===== config.mk =====
export PLATFORM = sky130hd
export DESIGN_NAME = nanov_uart_tx
export DESIGN_NICKNAME = d
export VERILOG_FILES = /design/src/rtl/nanov_uart_tx.sv
export SDC_FILE = /design/constraint.sdc
export NUM_CORES = 1
export LEC_CHECK = 0
export BUFFER_PORTS_ARGS = -buffer_cell sky130_fd_sc_hd__clkbuf_2
export CAP_MARGIN = 30
export CORE_MARGIN = 1
export CORE_UTILIZATION = 35
export DETAILED_ROUTE_END_ITERATION = 10
export GPL_ROUTABILITY_DRIVEN = 0
export GPL_TIMING_DRIVEN = 0
export PLACE_DENSITY = 0.57
export SETUP_SLACK_MARGIN = 0.3
export SYNTH_ARGS = -nofsm -noshare
export SYNTH_HDL_FRONTEND = slang
export SYNTH_SLANG_ARGS = --single-unit

===== constraint.sdc =====
create_clock -name clk -period 3.8 [get_ports clk]
set_input_delay 0.19 -clock clk [delete_from_list [all_inputs] [get_ports clk]]
set_output_delay 0.19 -clock clk [all_outputs]
set_load 0.005 [all_outputs]

===== src/rtl/nanov_uart_tx.sv =====
// rtl/nanov_uart_tx.sv - store-strobe byte FIFO draining onto an 8N1 UART line
module nanov_uart_tx #(
  parameter int unsigned CLK_DIV = 16,
  parameter int unsigned FIFO_AW = 2
) (
  input  logic        clk,
  input  logic        rstn,
  input  logic [31:0] store_data,
  input  logic        store_strobe,
  output logic        uart_tx,
  output logic        tx_busy,
  output logic        fifo_empty,
  output logic        fifo_full,
  output logic        overflow
);

  localparam int unsigned DEPTH = 1 << FIFO_AW;
  localparam logic [FIFO_AW:0] DEPTH_C = (FIFO_AW+1)'(DEPTH);
  localparam logic [15:0] TMAX = 16'(CLK_DIV - 1);

  typedef enum logic [1:0] {S_IDLE, S_START, S_DATA, S_STOP} state_e;

  state_e             state_q, state_d;
  logic [15:0]        timer_q, timer_d;
  logic [2:0]         idx_q, idx_d;
  logic [7:0]         shift_q, shift_d;
  logic               tx_q, tx_d;
  logic               ovf_q, ovf_d;
  logic [FIFO_AW-1:0] wr_ptr_q, wr_ptr_d, rd_ptr_q, rd_ptr_d;
  logic [FIFO_AW:0]   count_q, count_d;
  logic [7:0]         mem_q [DEPTH];

  logic pop, push_ok, timer_done;
  logic unused_store_hi;

  assign unused_store_hi = ^store_data[31:8];

  assign fifo_empty = (count_q == '0);
  assign fifo_full  = (count_q == DEPTH_C);
  assign uart_tx    = tx_q;
  assign tx_busy    = (state_q != S_IDLE);
  assign overflow   = ovf_q;
  assign timer_done = (timer_q == TMAX);

  always_comb begin
    state_d  = state_q;
    timer_d  = timer_q;
    idx_d    = idx_q;
    shift_d  = shift_q;
    pop      = 1'b0;
    case (state_q)
      S_IDLE: begin
        if (!fifo_empty) begin
          pop     = 1'b1;
          timer_d = '0;
          state_d = S_START;
        end
      end
      S_START: begin
        if (timer_done) begin
          timer_d = '0;
          idx_d   = '0;
          state_d = S_DATA;
        end else begin
          timer_d = timer_q + 16'd1;
        end
      end
      S_DATA: begin
        if (timer_done) begin
          timer_d = '0;
          shift_d = {1'b0, shift_q[7:1]};
          if (idx_q == 3'd7) state_d = S_STOP;
          else               idx_d   = idx_q + 3'd1;
        end else begin
          timer_d = timer_q + 16'd1;
        end
      end
      default: begin
        if (timer_done) begin
          timer_d = '0;
          // Chain straight into the next start bit when more data is queued.
          if (!fifo_empty) begin
            pop     = 1'b1;
            state_d = S_START;
          end else begin
            state_d = S_IDLE;
          end
        end else begin
          timer_d = timer_q + 16'd1;
        end
      end
    endcase

    if (pop) shift_d = mem_q[rd_ptr_q];

    case (state_d)
      S_START: tx_d = 1'b0;
      S_DATA:  tx_d = shift_d[0];
      default: tx_d = 1'b1;
    endcase

    push_ok  = store_strobe && ((count_q < DEPTH_C) || pop);
    ovf_d    = ovf_q | (store_strobe & ~push_ok);
    wr_ptr_d = push_ok ? wr_ptr_q + 1'b1 : wr_ptr_q;
    rd_ptr_d = pop ? rd_ptr_q + 1'b1 : rd_ptr_q;
    case ({push_ok, pop})
      2'b10:   count_d = count_q + 1'b1;
      2'b01:   count_d = count_q - 1'b1;
      default: count_d = count_q;
    endcase
  end

  always_ff @(posedge clk) begin
    if (!rstn) begin
      state_q  <= S_IDLE;
      timer_q  <= '0;
      idx_q    <= '0;
      shift_q  <= '0;
      tx_q     <= 1'b1;
      ovf_q    <= 1'b0;
      wr_ptr_q <= '0;
      rd_ptr_q <= '0;
      count_q  <= '0;
    end else begin
      state_q  <= state_d;
      timer_q  <= timer_d;
      idx_q    <= idx_d;
      shift_q  <= shift_d;
      tx_q     <= tx_d;
      ovf_q    <= ovf_d;
      wr_ptr_q <= wr_ptr_d;
      rd_ptr_q <= rd_ptr_d;
      count_q  <= count_d;
    end
  end

  always_ff @(posedge clk) begin
    if (push_ok) mem_q[wr_ptr_q] <= store_data[7:0];
  end

endmodule

==> out/qor.yml <==
routing:
  drtIter0Drc: 57
  drc: 0
  detail_route.wl_per_cell_um: 15.1
  routed_wirelength_um: 6770
  num_vias: 2361
  ant_nets: 0
  vias_per_cell: 5.28
  first_pass_iters: 7
pwr:
  powerDensity_nw_per_um2: 603
  vdd_drop_max_mv: 0.313
  p_leak_nw: 1.31
grt:
  grt_max_degree: 17
  overflow: 0
  antenna_found_initial: 0
  track_usage_pct: 15.1
  grt_pass1_wl_um: 11400
  grt_pass1_vias: 2350
logic_synthesis:
  synth.top_cells.by_area: "edfxtp_1 (29%), dfxtp_1 (24%), mux4_2 (5.5%), o21ai_0 (3.8%), ha_1 (3.0%)"
  syn_inst: 305
  avgSynthCellArea_um2: 10.8
  yosysMostFrequentCell: "dfxtp_1"
  synth_area_um2: 3300
  syn_nets: 349
  ys_seq_area_share_pct: 53.3
  async_flop_share_pct: 0
  ys_types: 45
  synth_top_area_cell: "edfxtp_1"
  synthFlopType: "dfxtp_1"
  yosys_warnings: 0
  synth_edf_count: 32
  yosysTopAreaCellShare_pct: 29.1
  ys_ff_latch: 72
  synth_common_cells: "dfxtp_1 (40), edfxtp_1 (32), nor2_1 (25), o21ai_0 (25), nand2_1 (20)"
final_layout:
  multi_input_area_um2: 1420
  area_growth_pct: 12.3
  final_cells: 447
  drive_above_1_share_pct: 15.8
  fillCellCount: 925
  seqCellArea_um2: 1760
  fin_nets: 375
  diodes: 0
clock_tree:
  cts_buffers: 9
  clkTransAtPathRegs_ns: 0.09
  htreeDepth: 3
  clk_path_buf_depth: 2
  post_cts.repair.setup_buffers: 0
  clock_latency_ns: 0.35
  cts_resized: 0
  postCtsHoldBufs: 0
  clock-sinks: 72
  cts_tree: "done"
  clockRootBuffer: "clkbuf_8"
sta:
  setup-violations-final: 0
  maxSlewViolCount: 0
  finalHoldViolations: 0
  timing.final.crit_share_pct: 83.0
  slew_headroom_pct: 33.5
  finalClockSkew_ns: 0.0137
  rsz0062_at_grt: "false"
  tns_ns: 0
  fmax_mhz: 317
  worst_pin_slew_ns: 0.989
  post-route-min-period_ns: 3.15
status:
  status: "finished, final reports clean"
die:
  initial_core_util_pct: 35.9
  dieWidth_um: 99.1
  core_area_um2: 9200
  die_y_um: 99.1
  io_pins: 40
  num_rows: 35
  die-area_um2: 9830
place:
  dp_hpwl_um: 4710
  numPortBuffers: 15
  post-place-cells: 431
worst_setup_path:
  crit_required_ns: 4.08
  worstPathArrival_ns: 3.44
  start_kind: "register"
  path_class: "register to register"
  worstSetupEndpointType: "register"
  crit_fanout: 10
hold_path:
  hold_path.class: "primary input to register"
run:
  cap_violations: 0
==> final timing paths <==
| kind | start | endpoint | slack [ns] | depth (start not counted) |
|---|---|---|---|---|
| worst max register to register | timer_q[7]$_SDFFE_PN0P_ | count_q[2]$_SDFFE_PN0P_ | 0.65 | 10 |
| worst min-delay path | store_data[5] | mem_q[3][5]$_DFFE_PP_ | 0.05 | 1 |
| worst max-delay path | timer_q[7]$_SDFFE_PN0P_ | count_q[2]$_SDFFE_PN0P_ | 0.65 | 10 |
| worst min register to register | overflow$_SDFF_PN0_ | overflow$_SDFF_PN0_ | 0.46 | 2 |
==> report_power, final <==
group          internal, mW  switching (mW)
logic                 0.269           0.381
clock network         0.259           0.341
registers             0.923          0.0660
==> worst max-delay path, stage by stage (launching register included) <==
cell	delay, ns
dfxtp_1	0.38
or4_4	0.61
o41ai_2	0.43
nand3_2	0.22
clkinv_2	0.20
ha_1	0.21
inv_1	0.06
fa_1	0.37
xor2_1	0.16
or3_1	0.30
a21oi_1	0.14
==> state kept, by name, summed over array words and instances (netlist names), named ones only <==
name      flops
state_q       2
mem_q        32
count_q       3
overflow      1
idx_q         3
shift_q       8
timer_q      16
rd_ptr_q      2
uart_tx       1
wr_ptr_q      2
==> cells by family (layout without fill, tap and decap cells) <==
family                   after synthesis  count (layout)  synth area share [%]
adder cells (fa/ha/maj)                9               9                  3.64
XOR/XNOR                               5               5                  1.33
multiplexers                          10              10                  6.06
AND/OR/NAND/NOR                      113             113                  19.0
AO/OA/AOI/OAI                         64              64                  13.0
flip-flops                            72              72                  53.3
buffers and inverters                 32              63                  3.67
==> through the flow <==
| step | hold WS [ns] | cell area [um^2] | power, mW | utilization (%) | setup slack [ns] |
|---|---|---|---|---|---|
| after floorplan | 0.289 | 3300 | 1.48 | - | 0.988 |
| after global placement | 0.405 | 3520 | 1.65 | 38.2 | 0.703 |
| after detailed placement | 0.416 | 3520 | 1.66 | 38.2 | 0.659 |
| after CTS | 0.0307 | 3710 | 2.27 | 40.3 | 0.632 |
| after global routing | 0.0278 | 3710 | 2.40 | 40.3 | 0.375 |
| final | 0.0514 | 3710 | 2.24 | 40.3 | 0.645 |
==> metal layers <==
| metal | part of all wire, % | global-route usage [%] | up-vias | routed length (um) |
|---|---|---|---|---|
| met3 | 3.4 | 4.29 | 6 | 230 |
| met1 | 47 | 18.1 | 1123 | 3200 |
| met5 | 0 | 0 | - | 0 |
| li1 | - | - | 1197 | - |
| met2 | 48 | 26.3 | 35 | 3280 |
| met4 | 0.93 | 4.41 | 0 | 63 |
==> cell type report <==
type	count	area share, %
timing repair buffer	15	2.02
buffer	13	1.32
sequential	72	47.5
multi-input combinational	201	38.3
clock buffer	9	3.34
inverter	19	1.96
clock inverter	7	1.85
tap	111	3.74
==> cell usage in the layout (no fill, tap or decap), drive strengths merged, types with 2 or more instances in the layout <==
master	Yosys	layout
o21ai	25	25
a32oi	4	4
or3	10	10
nand3	13	13
mux2i	2	2
xnor2	2	2
and2	5	5
nor4	8	8
a21o	3	3
dfxtp	40	40
clkbuf	11	35
ha	8	8
nand2	20	20
and3	6	6
nor3	9	9
nand4	5	5
clkinv	1	2
mux4	8	8
a221oi	6	6
nand3b	3	3
a21oi	15	15
xor2	3	3
nor3b	2	2
edfxtp	32	32
nor2	25	25
or4	5	5
buf	2	2
inv	18	24
o31ai	3	3
No activity file was read; power rests on OpenSTA's default activity.
